$ cat src/rtl/vga_fb_sequencer.sv
// vga_fb_sequencer: bus-addressed pixel writer and colour config for a VGA frame buffer.
// Register map from BASE_ADDR: +0 X, +1 Y, +2 pixel write, +3 fg colour,
// +4 bg colour, +5 fill start.
// Optional fill engine is built only when the macro VGA_FB_FILL_EN is defined.
module vga_fb_sequencer #(
  parameter logic [7:0]  BASE_ADDR = 8'hB0,
  parameter int unsigned H_PIXELS  = 160,
  parameter int unsigned V_PIXELS  = 120
) (
  input  logic        CLK,
  input  logic        RESET,
  input  logic [7:0]  BUS_ADDR,
  input  logic [7:0]  BUS_DATA,
  input  logic        BUS_WE,
  output logic [14:0] FB_ADDR,
  output logic        FB_DATA,
  output logic        FB_WE,
  output logic [15:0] CONFIG_COLOURS,
  output logic        BUSY
);

  localparam logic [7:0] ADDR_X   = BASE_ADDR;
  localparam logic [7:0] ADDR_Y   = BASE_ADDR + 8'd1;
  localparam logic [7:0] ADDR_PIX = BASE_ADDR + 8'd2;
  localparam logic [7:0] ADDR_FG  = BASE_ADDR + 8'd3;
  localparam logic [7:0] ADDR_BG  = BASE_ADDR + 8'd4;
  localparam logic [8:0] H_LIM    = 9'(H_PIXELS);
  localparam logic [7:0] V_LIM    = 8'(V_PIXELS);

  logic [7:0] x_reg;
  logic [6:0] y_reg;
  logic       wr;
  logic       cpu_req;
  logic       fill_issue;
  logic [7:0] fill_x;
  logic [6:0] fill_y;
  logic       fill_bit;

  // Bus writes are suppressed while reset is asserted.
  always_comb begin
    wr      = BUS_WE && !RESET;
    cpu_req = wr && (BUS_ADDR == ADDR_PIX) &&
              ({1'b0, x_reg} < H_LIM) && ({1'b0, y_reg} < V_LIM);
  end

  // Coordinate and colour configuration registers.
  always_ff @(posedge CLK) begin
    if (RESET) begin
      x_reg          <= '0;
      y_reg          <= '0;
      CONFIG_COLOURS <= '0;
    end else if (wr) begin
      if (BUS_ADDR == ADDR_X) x_reg <= BUS_DATA;
      if (BUS_ADDR == ADDR_Y) y_reg <= BUS_DATA[6:0];
      if (BUS_ADDR == ADDR_FG) CONFIG_COLOURS[7:0]  <= BUS_DATA;
      if (BUS_ADDR == ADDR_BG) CONFIG_COLOURS[15:8] <= BUS_DATA;
    end
  end

`ifdef VGA_FB_FILL_EN
  localparam logic [7:0] ADDR_FILL = BASE_ADDR + 8'd5;
  localparam logic [7:0] FX_LAST   = 8'(H_PIXELS - 1);
  localparam logic [6:0] FY_LAST   = 7'(V_PIXELS - 1);

  typedef enum logic {IDLE, FILL} state_t;
  state_t     state, state_nxt;
  logic       start;
  logic       last;
  logic [7:0] fx;
  logic [6:0] fy;
  logic       fval;

  always_comb begin
    start = wr && (BUS_ADDR == ADDR_FILL);
    last  = (fx == FX_LAST) && (fy == FY_LAST);
  end

  // Fill state register.
  always_ff @(posedge CLK) begin
    if (RESET) state <= IDLE;
    else       state <= state_nxt;
  end

  // Next state: a start (re)enters FILL; the last issued pixel returns to IDLE.
  always_comb begin
    state_nxt = state;
    case (state)
      IDLE: if (start) state_nxt = FILL;
      FILL: begin
        if (start)                   state_nxt = FILL;
        else if (fill_issue && last) state_nxt = IDLE;
      end
      default: state_nxt = IDLE;
    endcase
  end

  // Fill outputs: CPU pixel writes and (re)starts take the slot, fill holds.
  always_comb begin
    BUSY       = (state == FILL);
    fill_issue = (state == FILL) && !cpu_req && !start;
    fill_x     = fx;
    fill_y     = fy;
    fill_bit   = fval;
  end

  // Raster counters advance only on cycles where the fill owns the port.
  always_ff @(posedge CLK) begin
    if (RESET) begin
      fx   <= '0;
      fy   <= '0;
      fval <= 1'b0;
    end else if (start) begin
      fx   <= '0;
      fy   <= '0;
      fval <= BUS_DATA[0];
    end else if (fill_issue) begin
      if (fx == FX_LAST) begin
        fx <= '0;
        fy <= fy + 7'd1;
      end else begin
        fx <= fx + 8'd1;
      end
    end
  end
`else
  // No fill engine: BASE+5 decodes to nothing.
  always_comb begin
    BUSY       = 1'b0;
    fill_issue = 1'b0;
    fill_x     = '0;
    fill_y     = '0;
    fill_bit   = 1'b0;
  end
`endif

  // Registered frame-buffer port, one cycle behind the request.
  always_ff @(posedge CLK) begin
    if (RESET) begin
      FB_WE   <= 1'b0;
      FB_ADDR <= '0;
      FB_DATA <= 1'b0;
    end else if (cpu_req) begin
      FB_WE   <= 1'b1;
      FB_ADDR <= {y_reg, x_reg};
      FB_DATA <= BUS_DATA[0];
    end else if (fill_issue) begin
      FB_WE   <= 1'b1;
      FB_ADDR <= {fill_y, fill_x};
      FB_DATA <= fill_bit;
    end else begin
      FB_WE   <= 1'b0;
    end
  end

endmodule

$ cat config.mk
export PLATFORM = sky130hd
export DESIGN_NAME = vga_fb_sequencer
export DESIGN_NICKNAME = d
export VERILOG_FILES = /design/src/rtl/vga_fb_sequencer.sv
export SDC_FILE = /design/constraint.sdc
export NUM_CORES = 1
export LEC_CHECK = 0
export CAP_MARGIN = 20
export CORE_ASPECT_RATIO = 1.25
export CORE_UTILIZATION = 47
export DETAILED_ROUTE_END_ITERATION = 6
export GPL_TIMING_DRIVEN = 0
export PLACE_DENSITY = 0.88
export SLEW_MARGIN = 10
export SYNTH_ARGS = -nofsm -noshare
export SYNTH_HDL_FRONTEND = slang
export SYNTH_SLANG_ARGS = --single-unit
$ cat constraint.sdc
create_clock -name CLK -period 1.85 [get_ports CLK]
set_input_delay 0.37 -clock CLK [delete_from_list [all_inputs] [get_ports CLK]]
set_output_delay 0.37 -clock CLK [all_outputs]
set_load 0.01 [all_outputs]
==> flow_metrics.env, run 1 <==
export IMPL_wire_per_inst_microns=12.4
export IMPL_grt_overflow=0
export IMPL_die_x_microns=59.6
export IMPL_antenna_found_initial=0
export IMPL_cts_sinks=48
export IMPL_status="complete, no violations"
export IMPL_synthArstFlopShare_pct=0
export IMPL_final_nets=266
export IMPL_synth_most_common_cell="dfxtp_1"
export IMPL_ys_top_cells_by_count="dfxtp_1 (48), mux2i_1 (46), nand2b_1 (32), nor2_1 (31), clkbuf_1 (7)"
export IMPL_hp_start="FB_ADDR[13]"
export IMPL_crit_type="in2reg"
export IMPL_syn_mean_instance_area_sq_um=10.6
export IMPL_h_tree_depth=2
export IMPL_fp_dieH_microns=74.0
export IMPL_r2r_start="x_reg[5]"
export IMPL_r2r_end="FB_ADDR[10]"
export IMPL_holdPathStages=2
export IMPL_powerDensity_mw_per_mm2=642
export IMPL_drtPass1Iterations=4
export IMPL_regArea_sq_um=961
export IMPL_core_area_sq_mm=0.00388
export IMPL_path_max_fanout=10
export IMPL_drv_slew=0
export IMPL_syn_area_sq_mm=0.00195
export IMPL_synth_area_top_cells="dfxtp_1 (49%), mux2i_1 (24%), nand2b_1 (10%)"
export IMPL_cp_arrival_ps=1970
export IMPL_fin_cells=301
export IMPL_met3_usage_pct=6.09
export IMPL_synth_edf_count=0
export IMPL_layout_min_cycle_time_ps=1730
export IMPL_drive_above_1_share_pct=10.9
export IMPL_antenna_left=0
export IMPL_numCtsBuffers=5
export IMPL_setup_violations_final=0
export IMPL_slowest_delay_ps=460
export IMPL_hold_buffers=0
export IMPL_drc_errors=0
export IMPL_grt_max_degree=14
export IMPL_dp_cells=289
export IMPL_path_cells="clkdlybuf4s50_1 -> nor4b_4 -> nand3_2 -> nor3_2 -> buf_6 -> buf_12 -> mux2i_1"
export IMPL_row_count=25
export IMPL_place_congestion=0.720
export IMPL_cts_buffer_depth=2
export IMPL_post_route_util_pct=68.7
export IMPL_yosysWarnings=0
export IMPL_synth_compound_area_share_pct=0.513
export IMPL_fin_crit_sh_pct=93.6
export IMPL_synth_top_cell_area_share_pct=49.3
export IMPL_crit_path_top_delay_cell="clkdlybuf4s50_1"
export IMPL_clk_latency_ps=300
export IMPL_busiest_layer="met2"
export IMPL_hold_end="FB_ADDR[13]"
export IMPL_synthMuxAreaShare_pct=23.6
export IMPL_n_antenna_cell=0
export IMPL_yosysUniqueCellTypes=21
export IMPL_p_leak_uw=0.00115
export IMPL_rr_worst_depth=6
export IMPL_drtIter0Drc=26
export IMPL_via_per_inst=4.74
export IMPL_nFillCells=327
export IMPL_hold_viol_final=0
export IMPL_synth_xor_area_share_pct=0
export IMPL_grt_pass1_vias=1352
export IMPL_grt_use_total_pct=18.7
export IMPL_cp_start_kind="input port"
export IMPL_num_io_pins=53
export IMPL_drv_cap=0
export IMPL_ff2ff_setup_slack_ps=560
export IMPL_syn_inst=184
export IMPL_clk_pin_slew_ps=80
export IMPL_dp_hpwl_microns=2770
export IMPL_synth_top_family_by_area="multiplexers"
export IMPL_ir_worst_vdd_v=0.000500
export IMPL_critPathRequiredTime_ps=2090
export IMPL_synth_fa_ha_area_share_pct=0
export IMPL_multiInputGateArea_sq_um=920
export IMPL_synthSimpleGateAreaFrac_pct=22.5
export IMPL_synth_seq_cells=48
export IMPL_grt_pass1_wl_microns=6040
export IMPL_rsz0062_at_grt="no"
export IMPL_area_delta_synth_final_pct=36.8
export IMPL_vias=1427
export IMPL_largest_reg_flops=16
export IMPL_dieArea_sq_mm=0.00441
export IMPL_io_buffer_count=51
export IMPL_grt_use_met1_pct=22.1
export IMPL_yosysTopAreaCell="dfxtp_1"
export IMPL_root_buffer="clkbuf_8"
export IMPL_use_met2_pct=31.0
export IMPL_synth_fp_nets=203
export IMPL_start_util_pct=50.3
export IMPL_max_freq_mhz=577
export IMPL_ys_flop_type="dfxtp_1"
export IMPL_cp_end_kind="flip-flop"
export IMPL_cts_tree="done"
export IMPL_synth_seq_area_share_pct=49.3
export IMPL_min_path_type="reg2reg"
export IMPL_routed_wl_microns=3740
export IMPL_finClkSkew_ps=6.40
worst max-delay path by stage:
stage,from,end,slack (ps),depth (start not counted)
after global routing,RESET,FB_ADDR[9],4,7
after CTS,RESET,y_reg[0],10,5
after detailed placement,RESET,CONFIG_COLOURS[15],-330,6
after global placement,RESET,CONFIG_COLOURS[8],-320,6
after floorplan,RESET,FB_ADDR[10],310,6
final,RESET,FB_ADDR[10],120,7
layout make-up:
cell class | count | area share (%)
Buffer | 12 | 3.00
Clock buffer | 6 | 2.72
Clock inverter | 1 | 0.188
Multi-Input combinational cell | 124 | 34.5
Sequential cell | 48 | 36.0
Tap cell | 54 | 2.53
Timing Repair Buffer | 56 | 21.0
through the flow:
step | hold slack [ps] | total power, uW | area, sq um | setup slack [ps] | TNS (ps)
floorplan | 452 | 1100 | 1950 | 307 | 0
global placement | 461 | 1160 | 2530 | -318 | -12360
detailed placement | 461 | 1160 | 2530 | -335 | -13600
CTS | 477 | 1730 | 2620 | 11.5 | 0
global route | 489 | 1780 | 2670 | 4.46 | 0
finish | 475 | 1710 | 2670 | 118 | 0
report_power, final:
| group | total (uW) | leakage (uW) | internal (uW) | switching [uW] |
|---|---|---|---|---|
| clock network | 578 | 0.0000410 | 257 | 321 |
| logic | 102 | 0.000727 | 58.1 | 43.9 |
| registers | 1030 | 0.000386 | 1030 | 0.278 |
| total | 1710 | 0.00115 | 1350 | 365 |
cell usage in the layout, fill, tap and decap left out, drive strengths merged, types with 2 or more instances in the layout:
cell type,netlist,routed
dfxtp,48,48
mux2i,46,46
clkdlybuf4s50,0,51
clkbuf,7,13
nand2b,32,32
nand3,3,3
o21ai,2,2
nand4,2,2
nor2,31,31
buf,5,10
metal layers:
| metal | vias up | share of wire (%) |
|---|---|---|
| met1 | 652 | 44 |
| li1 | 736 | - |
| met5 | - | 0 |
| met3 | 6 | 4.6 |
| met4 | 0 | 2.2 |
| met2 | 33 | 49 |
what timing repair did:
action | in CTS | in global routing
pin swaps | 2 | 1
endpoints found under the setup margin | 10 | 30
gates resized for setup | 2 | 5
buffers inserted | 2 | 3
hold endpoints to repair | 0 | 0
critical path: cells and delay by family:
family	cells	cell delay, ps
buf+inv	3	750
mux	1	180
simple gates	3	670
kinds of logic after synthesis:
family / Yosys count
other: 1
muxes: 46
buffers and inverters: 12
and+or+nand+nor: 75
DFF: 48
AOI/OAI and AO/OA: 2
Note: power is estimated with default switching activity, not from simulation.
==> run 2: changes to the inputs <==
ABC_AREA = 1   (was default)
CORE_UTILIZATION = 48   (was 47)
==> run 2 against run 1 <==
Net effect: via count rose by 34%; sequential share of layout area shrank 1.5 points; synthesized area is 8.1% higher; hold slack gained 9.4 ps; combinational power grew 26%; wire length grew 22%; highest routed layer unchanged.
==> flow_metrics.env, run 2 <==
export IMPL_cts_sinks=48
export IMPL_drtIter0Drc=39
export IMPL_grt_overflow=0
export IMPL_hold_buffers=0
export IMPL_ir_worst_vdd_v=0.000521
export IMPL_rsz0062_at_grt="no"
export IMPL_p_leak_uw=0.00126
export IMPL_drc_errors=0
export IMPL_status="complete, no violations"
export IMPL_post_cts_repair_setup_buffers=0
export IMPL_grt_use_total_pct=22.5
export IMPL_cts_buffer_depth=2
export IMPL_antenna_left=0
export IMPL_area_delta_synth_final_pct=32.2
export IMPL_vias=1911
export IMPL_synth_edf_count=0
export IMPL_placed_area_sq_mm=0.00269
export IMPL_path_cells="clkdlybuf4s50_1"
export IMPL_io_buffer_count=51
export IMPL_whs_ps=484
export IMPL_synthArstFlopShare_pct=0
export IMPL_wire_per_inst_microns=11.1
export IMPL_fp_dieH_microns=76.1
export IMPL_crit_type="reg2out"
export IMPL_dieArea_sq_mm=0.00466
export IMPL_syn_mean_instance_area_sq_um=7.14
export IMPL_syn_area_sq_mm=0.00211
export IMPL_antenna_found_initial=0
export IMPL_setup_violations_final=0
export IMPL_synth_fp_nets=314
export IMPL_yosysTopAreaCell="dfxtp_1"
export IMPL_numCtsBuffers=5
export IMPL_via_per_inst=4.66
export IMPL_syn_inst=295
export IMPL_ys_flop_type="dfxtp_1"
export IMPL_fin_crit_sh_pct=85.9
export IMPL_crit_path_top_delay_cell="clkdlybuf4s50_1"
export IMPL_postCtsResizedCells=0
export IMPL_grt_pass1_vias=1846
export IMPL_row_count=26
export IMPL_cp_end_kind="output pin"
export IMPL_min_path_type="reg2reg"
export IMPL_synth_seq_area_share_pct=45.6
export IMPL_place_congestion=0.885
export IMPL_final_cell_mix="nor2_1 (97), nand2_1 (54), clkdlybuf4s50_1 (51)"
export IMPL_crit_family="buffers and inverters"
export IMPL_max_freq_mhz=629
export IMPL_grt_pass1_wl_microns=7960
export IMPL_rr_worst_depth=7
export IMPL_dp_hpwl_microns=3410
export IMPL_drv_cap=0
export IMPL_synth_seq_cells=48
export IMPL_start_util_pct=50.6
export IMPL_use_met2_pct=37.7
export IMPL_cp_start_kind="flip-flop"
export IMPL_routed_wl_microns=4560
export IMPL_die_x_microns=61.3
export IMPL_finClkSkew_ps=5.51
export IMPL_crit_buf_inv=1
export IMPL_stdcell_area_sq_mm=0.00279
export IMPL_final_nets=372
export IMPL_drv_slew=0
export IMPL_num_io_pins=53
export IMPL_powerDensity_mw_per_mm2=654
export IMPL_busiest_layer="met2"
export IMPL_grt_max_degree=16
export IMPL_synth_most_common_cell="nor2_1"
export IMPL_met3_usage_pct=4.41
export IMPL_root_buffer="clkbuf_8"
export IMPL_slowest_delay_ps=550
export IMPL_ys_top_cells_by_count="nor2_1 (97), nand2_1 (54), dfxtp_1 (48), inv_1 (32)"
export IMPL_drtPass1Iterations=6
export IMPL_grt_use_met1_pct=26.5
export IMPL_clk_latency_ps=310
export IMPL_final_common_cell="nor2_1"
export IMPL_path_max_fanout=2
export IMPL_largest_reg_flops=16
export IMPL_synth_top_cell_area_share_pct=45.6
export IMPL_path_depth=1
export IMPL_synth_area_top_cells="dfxtp_1 (46%), nor2_1 (17%), nand2_1 (9.6%)"
export IMPL_yosysUniqueCellTypes=24
export IMPL_clk_pin_slew_ps=80
export IMPL_critPathRequiredTime_ps=1480
export IMPL_yosysWarnings=0
export IMPL_cp_arrival_ps=1220
export IMPL_hold_viol_final=0
export IMPL_cts_tree="done"
export IMPL_core_area_sq_mm=0.00416
export IMPL_holdPathStages=2
export IMPL_drive_above_1_share_pct=9.89
export IMPL_report_power_total_uw=1820
export IMPL_n_antenna_cell=0
export IMPL_h_tree_depth=2
export IMPL_layout_min_cycle_time_ps=1590
run 2: cell types whose count changed in the layout (fill, tap and decap cells not counted), moves of 4 or more:
cell,before,now
nor2_1,31,97
nand2b_1,32,0
o21ai_0,2,16
buf_6,1,5
inv_1,0,32
nand3_1,0,16
clkbuf_2,4,0
nand2_1,1,54
mux2i_1,46,0
buf_4,5,1
run 2: logic make-up after synthesis:
group / share of synthesized area (%)
simple gates: 39.8
flops: 45.6
buf+inv: 10.4
compound gates: 4.04
other cells: 0.178
run 2: layout make-up:
type / count / area (sq um)
Fill cell: 383 / 1380
Sequential cell: 48 / 961
Multi-Input combinational cell: 201 / 927
Buffer: 12 / 91.3
Timing Repair Buffer: 51 / 510
Inverter: 34 / 128
Clock inverter: 2 / 15.0
Tap cell: 56 / 70.1
Clock buffer: 6 / 82.6
run 2: final timing paths:
| check | startpoint | to | slack, ps |
|---|---|---|---|
| setup / recovery | FB_ADDR[11] | FB_ADDR[11] | 260 |
| hold / removal | FB_ADDR[0] | FB_ADDR[0] | 480 |
| setup reg to reg | x_reg[5] | FB_ADDR[2] | 530 |
| hold reg to reg | FB_ADDR[0] | FB_ADDR[0] | 480 |
run 2: tightest hold or removal path, stage by stage (launching register included):
cell	delay, ps
dfxtp_1	330
nor2_1	50
nor2_1	80
run 2: per-stage QoR:
step           cells  TNS [ps]  setup slack (ps)  util [%]
3_3_place_gp     402     -37.8             -16.2      64.5
3_5_place_dp     402      -430             -39.6      64.5
2_1_floorplan    295         0               614         -
6_report         410         0               260      66.9
5_1_grt          410         0               132      66.9
4_1_cts          410         0               246      66.9
run 2: power by group:
part,internal [uW],total [uW],switching [uW]
logic,56.8,129,71.7
registers,1030,1030,0.661
clock network,303,658,356
total,1390,1820,428
run 2: layer usage:
layer / routed length [microns] / vias up
met1: 1880 / 851
met2: 2390 / 47
li1: - / 1001
met5: 0 / -
met4: 123 / 0
met3: 176 / 12
